File: config.mk
export PLATFORM = sky130hd
export DESIGN_NAME = dvs_event_assembler
export DESIGN_NICKNAME = d
export VERILOG_FILES = /design/src/rtl/dvs_ravens_pkg.sv /design/src/rtl/dvs_event_fifo.sv /design/src/rtl/dvs_event_assembler.sv
export SDC_FILE = /design/constraint.sdc
export NUM_CORES = 1
export LEC_CHECK = 0
export ABC_AREA = 0
export BUFFER_PORTS_ARGS = -buffer_cell sky130_fd_sc_hd__clkbuf_2
export CAP_MARGIN = 20
export CORE_MARGIN = 3
export CORE_UTILIZATION = 43
export DETAILED_ROUTE_END_ITERATION = 8
export PLACE_DENSITY = 0.68
export SYNTH_ARGS = -nofsm -noshare
export SYNTH_HDL_FRONTEND = slang
export SYNTH_SLANG_ARGS = --single-unit
File: constraint.sdc
create_clock -name clk -period 2.68 [get_ports clk]
set_input_delay 0.402 -clock clk [delete_from_list [all_inputs] [get_ports clk]]
set_output_delay 0.402 -clock clk [all_outputs]
set_load 0.02 [all_outputs]
File: src/rtl/dvs_ravens_pkg.sv
// Shared types for the dvs_ravens event path.
// DVS_TIMESTAMP_EN adds a timestamp field to dvs_event_t.
package dvs_ravens_pkg;

    localparam int unsigned AER_W          = 10;
    localparam int unsigned FIFO_DEPTH_DEF = 8;
    localparam int unsigned DVS_X_W        = 9;
    localparam int unsigned DVS_Y_W        = 9;
    localparam int unsigned DVS_TS_W       = 32;

    typedef enum logic {
        NoRow,
        RowValid
    } asm_state_e;

    // Field order matches the FIFO entry packing in dvs_event_assembler.
    typedef struct packed {
        logic [DVS_X_W-1:0]  x;
        logic [DVS_Y_W-1:0]  y;
        logic                pol;
`ifdef DVS_TIMESTAMP_EN
        logic [DVS_TS_W-1:0] ts;
`endif
    } dvs_event_t;

endpackage

File: src/rtl/dvs_event_fifo.sv
// Generic synchronous show-ahead FIFO; head entry is visible on rdata while !empty.
// Full is judged on start-of-cycle occupancy, so a push while full is lost even with a pop.
module dvs_event_fifo #(
    parameter int unsigned WIDTH = 19,
    parameter int unsigned DEPTH = 8
) (
    input  logic                     clk,
    input  logic                     rst_n,
    input  logic                     push,
    input  logic [WIDTH-1:0]         wdata,
    input  logic                     pop,
    output logic [WIDTH-1:0]         rdata,
    output logic                     full,
    output logic                     empty,
    output logic [$clog2(DEPTH):0]   count
);

    localparam int unsigned AW = $clog2(DEPTH);
    localparam logic [AW:0] FullCnt = (AW + 1)'(DEPTH);

    logic [WIDTH-1:0] mem_q [DEPTH];
    logic [WIDTH-1:0] mem_d [DEPTH];
    logic [AW-1:0]    wr_ptr_q, wr_ptr_d;
    logic [AW-1:0]    rd_ptr_q, rd_ptr_d;
    logic [AW:0]      count_q, count_d;
    logic             do_push, do_pop;

    assign full    = (count_q == FullCnt);
    assign empty   = (count_q == '0);
    assign count   = count_q;
    assign rdata   = mem_q[rd_ptr_q];
    assign do_push = push && !full;
    assign do_pop  = pop && !empty;

    always_comb begin
        mem_d    = mem_q;
        wr_ptr_d = wr_ptr_q;
        rd_ptr_d = rd_ptr_q;
        count_d  = count_q;
        if (do_push) begin
            mem_d[wr_ptr_q] = wdata;
            wr_ptr_d        = wr_ptr_q + AW'(1);
        end
        if (do_pop) begin
            rd_ptr_d = rd_ptr_q + AW'(1);
        end
        case ({do_push, do_pop})
            2'b10:   count_d = count_q + (AW + 1)'(1);
            2'b01:   count_d = count_q - (AW + 1)'(1);
            default: count_d = count_q;
        endcase
    end

    always_ff @(posedge clk or negedge rst_n) begin
        if (!rst_n) begin
            for (int unsigned i = 0; i < DEPTH; i++) begin
                mem_q[i] <= '0;
            end
            wr_ptr_q <= '0;
            rd_ptr_q <= '0;
            count_q  <= '0;
        end else begin
            mem_q    <= mem_d;
            wr_ptr_q <= wr_ptr_d;
            rd_ptr_q <= rd_ptr_d;
            count_q  <= count_d;
        end
    end

endmodule

File: src/rtl/dvs_event_assembler.sv
// Pairs AER row words with following column words into (x, y, pol) events and buffers them.
// Define DVS_TIMESTAMP_EN to add a free-running timestamp captured with each event (evt_ts).
module dvs_event_assembler
    import dvs_ravens_pkg::*;
#(
    parameter int unsigned X_W        = 9,
    parameter int unsigned Y_W        = 9,
    parameter int unsigned X_MAX      = 345,
    parameter int unsigned Y_MAX      = 259,
    parameter int unsigned FIFO_DEPTH = FIFO_DEPTH_DEF,
    parameter int unsigned CNT_W      = 16,
    parameter int unsigned TS_W       = 32
) (
    input  logic             clk,
    input  logic             rst_n,
    input  logic             rx_valid,
    input  logic [AER_W-1:0] aer_rx,
    input  logic             xsel_rx,
    output logic             evt_valid,
    input  logic             evt_ready,
    output logic [X_W-1:0]   evt_x,
    output logic [Y_W-1:0]   evt_y,
    output logic             evt_pol,
    output logic [CNT_W-1:0] ovf_cnt,
    output logic [CNT_W-1:0] err_cnt
`ifdef DVS_TIMESTAMP_EN
    ,
    output logic [TS_W-1:0]  evt_ts
`endif
);

    localparam logic [X_W-1:0] XMaxV = X_W'(X_MAX);
    localparam logic [Y_W-1:0] YMaxV = Y_W'(Y_MAX);

    typedef struct packed {
        logic [X_W-1:0]  x;
        logic [Y_W-1:0]  y;
        logic            pol;
`ifdef DVS_TIMESTAMP_EN
        logic [TS_W-1:0] ts;
`endif
    } entry_t;

    asm_state_e          state_q, state_d;
    logic [Y_W-1:0]      row_q, row_d;
    logic [CNT_W-1:0]    ovf_q, ovf_d;
    logic [CNT_W-1:0]    err_q, err_d;
    logic                err_inc, ovf_inc, push_evt;
    logic                fifo_full, fifo_empty;
    logic [$clog2(FIFO_DEPTH):0] unused_fifo_count;
    entry_t              wr_entry, head;

    logic [Y_W-1:0] rx_row;
    logic [X_W-1:0] rx_col;
    logic           row_ok, col_ok;

    assign rx_row = aer_rx[Y_W-1:0];
    assign rx_col = aer_rx[X_W:1];
    assign row_ok = (rx_row <= YMaxV);
    assign col_ok = (rx_col <= XMaxV);

    always_comb begin
        state_d  = state_q;
        row_d    = row_q;
        err_inc  = 1'b0;
        ovf_inc  = 1'b0;
        push_evt = 1'b0;
        if (rx_valid) begin
            unique case (state_q)
                NoRow: begin
                    if (!xsel_rx && row_ok) begin
                        row_d   = rx_row;
                        state_d = RowValid;
                    end else begin
                        err_inc = 1'b1;
                    end
                end
                RowValid: begin
                    if (!xsel_rx) begin
                        if (row_ok) begin
                            row_d = rx_row;
                        end else begin
                            err_inc = 1'b1;
                            state_d = NoRow;
                        end
                    end else if (!col_ok) begin
                        err_inc = 1'b1;
                    end else if (fifo_full) begin
                        ovf_inc = 1'b1;
                    end else begin
                        push_evt = 1'b1;
                    end
                end
                default: state_d = NoRow;
            endcase
        end
        // Saturating drop counters
        err_d = (err_inc && (err_q != '1)) ? err_q + CNT_W'(1) : err_q;
        ovf_d = (ovf_inc && (ovf_q != '1)) ? ovf_q + CNT_W'(1) : ovf_q;
    end

    always_ff @(posedge clk or negedge rst_n) begin
        if (!rst_n) begin
            state_q <= NoRow;
            row_q   <= '0;
            ovf_q   <= '0;
            err_q   <= '0;
        end else begin
            state_q <= state_d;
            row_q   <= row_d;
            ovf_q   <= ovf_d;
            err_q   <= err_d;
        end
    end

`ifdef DVS_TIMESTAMP_EN
    logic [TS_W-1:0] ts_q, ts_d;

    assign ts_d = ts_q + TS_W'(1);

    always_ff @(posedge clk or negedge rst_n) begin
        if (!rst_n) begin
            ts_q <= '0;
        end else begin
            ts_q <= ts_d;
        end
    end

    assign wr_entry.ts = ts_q;
    assign evt_ts      = head.ts;
`endif

    assign wr_entry.x   = rx_col;
    assign wr_entry.y   = row_q;
    assign wr_entry.pol = aer_rx[0];

    dvs_event_fifo #(
        .WIDTH ($bits(entry_t)),
        .DEPTH (FIFO_DEPTH)
    ) u_fifo (
        .clk   (clk),
        .rst_n (rst_n),
        .push  (push_evt),
        .wdata (wr_entry),
        .pop   (evt_ready),
        .rdata (head),
        .full  (fifo_full),
        .empty (fifo_empty),
        .count (unused_fifo_count)
    );

    assign evt_valid = !fifo_empty;
    assign evt_x     = head.x;
    assign evt_y     = head.y;
    assign evt_pol   = head.pol;
    assign ovf_cnt   = ovf_q;
    assign err_cnt   = err_q;

endmodule
## Yosys cells after proc, flatten, opt, wreduce, memory -nomap -nowiden

Index checks and enable logic that the tools add are counted.

| operators by class | value |
|---|---|
| reductions and logical operators | 12 |
| order comparisons | 5 |
| add/subtract/negate cells | 6 |
| bitwise operators | 3 |
| multiply operators | 0 |
| eq/ne operators | 8 |
| muxes and demuxes | 31 |
| div/mod/pow operators | 0 |
| shift operators | 0 |

Operator list:

| operator | count |
|---|---|
| $bwmux 152 | 1 |
| $bmux 19 s3 | 1 |
| $demux 19 s3 | 1 |
| $mux 19 | 3 |
| $add 16x1->16 const B | 2 |
| $ne 16x16->1 const B | 2 |
| $mux 9 | 3 |
| $le 9x9->1 const B | 2 |
| $mux 1 | 18 |
| $pmux 9 s2 | 1 |
| $ge 4x4->1 const B | 2 |
| $not 3->4 | 2 |
| $pmux 4 s2 | 1 |
| $add 3x1->3 const B | 2 |
| $logic_and 1x1->1 | 6 |
| $add 4x1->4 const B | 1 |
| $eq 4x4->1 const B | 1 |
| $logic_not 4->1 | 1 |
| $lt 4x1->1 const B | 1 |
| $ne 2x2->1 const B | 2 |
| $pmux 1 s2 | 2 |
| $reduce_and 4->1 | 1 |
| $sub 4x1->4 const B | 1 |
| $logic_not 1->1 | 3 |
| 5 further kinds | 5 |

| word-level totals | value |
|---|---|
| ROM bits | 0 |
| output and inout bits | 52 |
| register bits | 204 |
| input port bits | 15 |
| latch bits | 0 |
| RAM bits | 0 |
| memories kept | 0 |
| logic and storage cells | 80 |

## Logic depth before layout (Yosys ltp)

Gate-level depths: netlist (run 1).

| depth | value |
|---|---|
| word-level depth | 9 |
| gate-level depth with buffers | 11 |
| mapped depth without buffers | 11 |

## Hierarchy

A second synthesis (run 1) with hierarchy kept.

| unflattened totals | value |
|---|---|
| cell total of the unflattened synthesis | 625 |
| area, all modules | 9,590.4 um2 |

By module, submodules not included:

| module | area an instance (um2) | cells each | instances | sequential area each (um2) |
|---|---|---|---|---|
| dvs_event_fifo | 7,597.3 | 451 | 1 | 4,053.9 |
| dvs_event_assembler | 1,993.2 | 174 | 1 | 1,051.0 |

## Worst setup path before layout (run 1)

No wires, ideal clock.

| path | value |
|---|---|
| kind | register -> register |
| start | register u_fifo.count_q[3] (netlist: u_fifo.count[3]) |
| end | register u_fifo.count_q[3] (netlist: u_fifo.count[3]) |
| required time | 2.555 ns |
| data arrival time | 2.388 ns |
| setup time | 0.125 ns |
| path slack | 0.167 ns |
| path buffers | 0 |
| period minus slack after synthesis | 2.513 ns |
| cell stages (with the launch flop) | 11 |
| cell sequence | dfrtp_1 -> or4_1 -> nand2_1 -> inv_1 -> ha_1 -> ha_1 -> a21o_1 -> a21oi_1 -> xnor2_1 -> nor2_1 -> xor2_1 |

| between the ends | value |
|---|---|
| elaborated cells on any way between the ends | 17 |
| classes of those cells | add/sub: 2; eq/ne: 3; mux: 6; reduce/logical: 6 |

RTL lines:

| item | RTL line | RTL |
|---|---|---|
| start, declared | dvs_event_fifo.sv:25 | `logic [AW:0] count_q, count_d;` |
| start signal, assigned | dvs_event_fifo.sv:66 | `count_q <= count_d;` |
| $logic_not 4->1 * | dvs_event_fifo.sv:29 | `assign empty = (count_q == '0);` |
| $logic_not 1->1 * | -- |  |
| named net evt_valid | dvs_event_assembler.sv:19 | `output logic evt_valid,` |
| $logic_and 1x1->1 * | dvs_event_fifo.sv:33 | `assign do_pop = pop && !empty;` |
| named net u_fifo.do_pop | dvs_event_fifo.sv:26 | `logic do_push, do_pop;` |
| $eq 2x1->1 / $eq 2x2->1 (equally long branches) | dvs_event_fifo.sv:47 | `case ({do_push, do_pop})` |
| $pmux 4 s2 / $reduce_bool 2->1 (equally long branches) | -- |  |

Mark *: on every way through the listed nets, which the timed path passes. The rest lies on a longest branch.
A chain may end at the register's enable or synchronous reset.

## Final worst setup path (run 1)

| path | value |
|---|---|
| start | register u_fifo.rd_ptr_q[0] |
| end | output evt_x[8] |

| between the ends | value |
|---|---|
| cells in the longest elaborated chain, start to end | 4 |

RTL lines:

| item | RTL line | RTL |
|---|---|---|
| start, declared | dvs_event_fifo.sv:24 | `logic [AW-1:0] rd_ptr_q, rd_ptr_d;` |
| start signal, assigned | dvs_event_fifo.sv:65 | `rd_ptr_q <= rd_ptr_d;` |
| $not 3->4 (not written as such) | dvs_event_fifo.sv:31 | `assign rdata = mem_q[rd_ptr_q];` |
| $bmux 19 s3 | dvs_event_fifo.sv:31 |  |
| $mux 19 (not written as such) (2 in series) | dvs_event_fifo.sv:31 |  |
| end, declared | dvs_event_assembler.sv:21 | `output logic [X_W-1:0] evt_x,` |

Every way passes these cells. The select of a mux whose other input is x is not followed.

==> results.toml, run 1 <==
[sta]
setup_tns_ps = 0
min_period_ps = 2615
min_period_over_period = 0.9756
fmax_ghz = 0.3825
finClkSkew_ps = 8.225
tightest_slew_ps = 653.5
setup_viol = 0
rsz0062_at_grt = "no"
maxSlewHeadroom = 0.5643
timing.final.max_slew_violations = 0
hold_viol = 0

[synthesis]
synthCells = 631
yosysTopAreaCell = "dfrtp_1"
synthTopCellsByArea = "dfrtp_1 (54%), mux2_2 (22%), mux4_2 (9.1%)"
synth_area_um2 = 9379
synth_top_area_share = 0.5443
synth_xor_area_frac = 0.03362
synth_simple_gate_area_frac = 0.06363
synthMuxAreaShare = 0.3132
synth_edf_count = 0
synthFlopType = "dfrtp_1"
synth.distinct_cells = 48
synth_seq_area_share = 0.5443
syn_nets = 654
avgSynthCellArea_um2 = 14.86
ys.warnings.count = 0
ys_top_cells_by_count = "dfrtp_1 (204), mux2_2 (181), mux4_2 (38)"
async_flop_share = 1.000
synth_compound_area_frac = 0.01067
synth_top_family_by_area = "multiplexers"
ys_seq_elements = 204
synthAdderAreaFrac = 0.01147
synth_most_common_cell = "dfrtp_1"

[critical_path]
rr_startpoint = "u_fifo.count[2]$_DFFE_PN0P_"
critPathTopFamily = "multiplexers"
cp.required_ps = 2280
slowest_delay_ps = 520
rrSetupSlack_ps = 170
end_kind = "output pin"
cp_num_cells = 4
path_class = "reg -> out"
reg2reg_to = "u_fifo.count[3]$_DFFE_PN0P_"
slowest_stage = "mux4_2"
cp.arrival_ps = 2210
critPathLaunchType = "flop"
crit_chain = "clkbuf_16, mux4_2, mux2_2, clkbuf_2"
cp_max_fo = 15
critPathBufInv = 2
reg2regPathDepth = 10

[final_layout]
area_growth_syn_to_layout_pct = 19.81
fillers = 1779
final_layout_size_suffix_gt1_frac = 0.5107
fin_nets = 751
antenna_cells = 0

[floorplanning]
initial_core_util = 0.4420
core_area_um2 = 21220
ios = 67
die_w_um = 153.7
row_count = 53
die_h_um = 153.7
die_area_um2 = 23620

[min_path]
holdPathEnd = "u_fifo.rd_ptr_q[0]$_DFFE_PN0P_"
hold_class = "in -> reg"
min_from = "evt_ready"
hold_depth = 3

[power_and_ir_drop]
pwr_density_cell_nw_per_um2 = 1005
power.leakage_uw = 0.005300
p_total_uw = 11300
vdd_drop_max_v = 0.0006793

[clock_network]
clock_path_buffers = 3
cts_tree = "yes"
clkLatencyLatePin_ps = 510
cts-root-buf = "clkbuf_16"
cts.sinks = 204
clkTransAtPathRegs_ps = 60
cts_buffers = 24
cts_max_level = 1

[routing]
firstDrtPassIters = 4
ant_nets = 0
post-route-drc-count = 0
wl_per_cell_um = 20.79
vias_per_cell = 5.572
drt_iter0_markers = 276
dr_total_vias = 5689
wl_mm = 21.23

[grt]
grt_pass1_wl_mm = 34.64
grt_max_degree = 61
overflow = 0
antenna_found_initial = 0
grt_pass1_vias = 6237
grt_usage = 0.1809

[place]
gp_congestion = 0.8235
dp_hpwl_mm = 13.94
io_buffers = 66

[run_status]
status = "finished, final reports clean"

[flow_run]
max_cap_viol_count = 0
[placed cells by master, fill, tap and decap left out, types with 7 or more instances in the layout]
master / count
dfrtp_1: 203
mux2_2: 181
clkbuf_2: 65
mux4_2: 38
buf_4: 29
clkbuf_16: 26
nand2_1: 24
xnor2_1: 24
nand3_1: 19
nor2_1: 12
xor2_1: 12
nor3_1: 11
inv_1: 8
buf_12: 8
ha_1: 7
clkbuf_8: 7
[how the worst max path moves through the flow]
stage	startpoint	endpoint	slack (ps)
global route	u_fifo.rd_ptr_q[0]$_DFFE_PN0P_	evt_y[3]	10
floorplan	u_fifo.count[3]$_DFFE_PN0P_	u_fifo.count[3]$_DFFE_PN0P_	170
global placement	aer_rx[8]	u_fifo.count[3]$_DFFE_PN0P_	150
finish	u_fifo.rd_ptr_q[0]$_DFFE_PN0P_	evt_x[8]	70
detailed placement	aer_rx[8]	u_fifo.count[3]$_DFFE_PN0P_	60
CTS	u_fifo.rd_ptr_q[0]$_DFFE_PN0P_	evt_x[5]	10
[state kept, by name (all words and copies together) (netlist names), named ones only]
register	flops
u_fifo.count	4
u_fifo.wr_ptr_q	3
err_cnt	16
ovf_cnt	16
u_fifo.rd_ptr_q	3
u_fifo.mem_q	152
row_q	9
[per-stage QoR]
| stage | hold slack (ps) | area, um^2 | utilization | instances | setup slack (ps) |
|---|---|---|---|---|---|
| floorplan | 106.4 | 9379 | - | 631 | 166.5 |
| global placement | 412.5 | 10290 | 0.4849 | 975 | 148.0 |
| detailed placement | 427.8 | 10290 | 0.4849 | 975 | 62.36 |
| CTS | 191.1 | 11200 | 0.5276 | 1020 | 14.39 |
| global route | 162.9 | 11240 | 0.5295 | 1021 | 10.80 |
| finish | 165.9 | 11240 | 0.5295 | 1021 | 65.42 |
[tightest hold or removal path, delay by kind of cell]
kind / cells / cell delay (ps)
AND/OR/NAND/NOR: 1 / 80
XOR/XNOR: 1 / 70
buffers and inverters: 1 / 90
[final cells by class]
| cell class | count | area (um^2) | area share |
|---|---|---|---|
| repair buffers | 106 | 763.2 | 0.06792 |
| clock inverters | 9 | 172.7 | 0.01537 |
| multi-input cells | 383 | 4091 | 0.3641 |
| clock buffers | 35 | 723.2 | 0.06436 |
| flip-flops and latches | 204 | 5106 | 0.4544 |
| well taps | 275 | 344.1 | 0.03062 |
| inverters | 9 | 36.28 | 0.003229 |
[cells by family (layout without fill, tap and decap cells)]
logic type      Yosys count  in the layout
mux                     223            223
flops                   204            204
simple gates            104            104
buf+inv                  44            159
xor+xnor                 36             36
compound gates           12             12
fa+ha+maj                 8              8
[routing by layer]
metal	vias to the layer above	GRT usage	wire length, um
li1	2501	-	-
met1	3032	0.2398	9045
met2	129	0.3169	11000
met3	27	0.02533	785
met4	0	0.04415	392
met5	-	0	0
[repair_timing]
action,in CTS,in global routing
gates resized for setup,0,4
endpoints found under the setup margin,0,14
hold buffers,1,0
buffers inserted,0,0
hold endpoints to repair,56,0
[power breakdown]
| part | total, uW | switching (uW) | internal, uW |
|---|---|---|---|
| sequential | 4470 | 597 | 3870 |
| combinational | 3240 | 1500 | 1740 |
| clock | 3590 | 1240 | 2350 |
(Power assumes the default switching activity.)
==> run 2: changes to the inputs <==
--- a/config.mk
+++ b/config.mk
@@ -6,12 +6,12 @@
 export NUM_CORES = 1
 export LEC_CHECK = 0
 export ABC_AREA = 0
-export BUFFER_PORTS_ARGS = -buffer_cell sky130_fd_sc_hd__clkbuf_2
 export CAP_MARGIN = 20
 export CORE_MARGIN = 3
 export CORE_UTILIZATION = 43
 export DETAILED_ROUTE_END_ITERATION = 8
-export PLACE_DENSITY = 0.68
+export DONT_BUFFER_PORTS = 1
+export PLACE_DENSITY = 0.69
 export SYNTH_ARGS = -nofsm -noshare
 export SYNTH_HDL_FRONTEND = slang
 export SYNTH_SLANG_ARGS = --single-unit
==> results.toml, run 2 (synthesis gave the netlist of run 1 again) <==
[run_status]
status = "finished, violations left"
violations = "negative hold slack"

[final_layout]
area_growth_syn_to_layout_pct = 13.22
antenna_cells = 0
layout_common_cells = "dfrtp_1 (201), mux2_2 (181), mux4_2 (38)"
final_common_cell = "dfrtp_1"
largest_register_ffs = 152
fin_nets = 670
final_layout_size_suffix_gt1_frac = 0.4577
top_register = "u_fifo.mem_q"

[routing]
vias_per_cell = 5.654
wl_per_cell_um = 21.47
ant_nets = 0
firstDrtPassIters = 4
post-route-drc-count = 0
wl_mm = 20.12
dr_total_vias = 5298
drt_iter0_markers = 226

[clock_network]
cts.sinks = 204
clock_path_buffers = 3
cts_tree = "yes"
clkLatencyLatePin_ps = 500
cts_buffers = 22
clkTransAtPathRegs_ps = 60
cts_max_level = 1
cts-root-buf = "clkbuf_16"

[floorplanning]
core_area_um2 = 21220
ios = 67
die_h_um = 153.7
row_count = 53
die_area_um2 = 23620
die_w_um = 153.7
initial_core_util = 0.4420

[min_path]
hold_class = "in -> async"

[power_and_ir_drop]
power.leakage_uw = 0.004875
vdd_drop_max_v = 0.0007109
pwr_density_cell_nw_per_um2 = 1003
p_total_uw = 10650

[place]
dp_hpwl_mm = 12.90
gp_congestion = 0.8027
io_buffers = 0

[grt]
grt_pass1_vias = 5814
grt_pass1_wl_mm = 32.57
grt_usage = 0.1714
antenna_found_initial = 0
grt_max_degree = 205
overflow = 0

[sta]
maxSlewHeadroom = 0.5539
tightest_slew_ps = 663.1
setup_tns_ps = 0
hold_viol = 204
timing.final.max_slew_violations = 0
min_period_ps = 2533
holdWs_ps = -386.5
setup_viol = 0
fmax_ghz = 0.3948
finClkSkew_ps = 15.68
min_period_over_period = 0.9452

[critical_path]
cp_max_fo = 5
end_kind = "flop"
cp.required_ps = 3060
cp.arrival_ps = 2910
critPathLaunchType = "flop"
path_class = "reg -> reg"

[flow_run]
max_cap_viol_count = 0
==> run 2: cell count changes in the layout (fill, tap and decap cells not counted), sizes merged <==
cell / previous run / this run
bufinv: 5 / 4
dlygate4sd3: 1 / 0
buf: 38 / 27
clkbuf: 102 / 31
==> run 2: worst max-delay path: stages (launching register included) <==
cell     delay, ps
dfrtp_2        450
nor4b_4        300
buf_4          160
and3b_2        250
inv_4           70
ha_2           190
ha_1           240
a21o_1         180
a21oi_1        180
xnor2_1        150
nor2_1          70
xor2_1         170
==> run 2: metal layers <==
| layer | global-route usage | up-vias | routed length (um) |
|---|---|---|---|
| li1 | - | 2336 | - |
| met1 | 0.2277 | 2814 | 8557 |
| met2 | 0.2918 | 116 | 10190 |
| met3 | 0.03884 | 32 | 1045 |
| met4 | 0.03532 | 0 | 328 |
| met5 | 0 | - | 0 |
==> run 2: stage by stage <==
stage,area [um^2],setup slack [ps],std cells,utilization
6_report,10620,146.9,937,0.5004
4_1_cts,10590,41.19,937,0.4990
3_3_place_gp,9781,229.0,898,0.4609
3_5_place_dp,9781,59.76,898,0.4609
5_1_grt,10620,-5.722,937,0.5004
2_1_floorplan,9379,166.5,631,-
==> run 2: report_power, final <==
part | leakage, uW | internal [uW] | total (uW) | switching (uW)
sequential | 0.00270 | 3870 | 4560 | 688
clock | 0.000397 | 2110 | 3290 | 1180
combinational | 0.00177 | 1550 | 2800 | 1250
total | 0.00487 | 7530 | 10700 | 3120
==> run 2: area by class of cell <==
type	instances	area, um^2
inverters	9	36.28
fillers	1773	10600
flip-flops and latches	204	5109
multi-input cells	383	4103
clock inverters	8	142.6
well taps	275	344.1
clock buffers	31	665.6
repair buffers	27	219.0
==> run 2: worst paths after layout <==
kind / start / endpoint / slack (ps) / cells past startpoint
worst max-delay path: u_fifo.count[2]$_DFFE_PN0P_ / u_fifo.count[3]$_DFFE_PN0P_ / 150 / 11
worst min-delay path: rst_n / u_fifo.mem_q[58]$_DFFE_PN0P_ / -390 / 0
worst max register to register: u_fifo.count[2]$_DFFE_PN0P_ / u_fifo.count[3]$_DFFE_PN0P_ / 150 / 11
worst min register to register: u_fifo.mem_q[112]$_DFFE_PN0P_ / u_fifo.mem_q[112]$_DFFE_PN0P_ / 490 / 1
max in group asynchronous: rst_n / u_fifo.rd_ptr_q[0]$_DFFE_PN0P_ / 2660 / 0
min in group clk: aer_rx[8] / u_fifo.mem_q[74]$_DFFE_PN0P_ / 40 / 1
==> run 2: repair_timing <==
action / 4_1_cts / 5_1_grt
resized for setup: 0 / 8
hold endpoints to repair: 204 / 204
buffers inserted: 0 / 0
setup endpoints to repair: 0 / 3
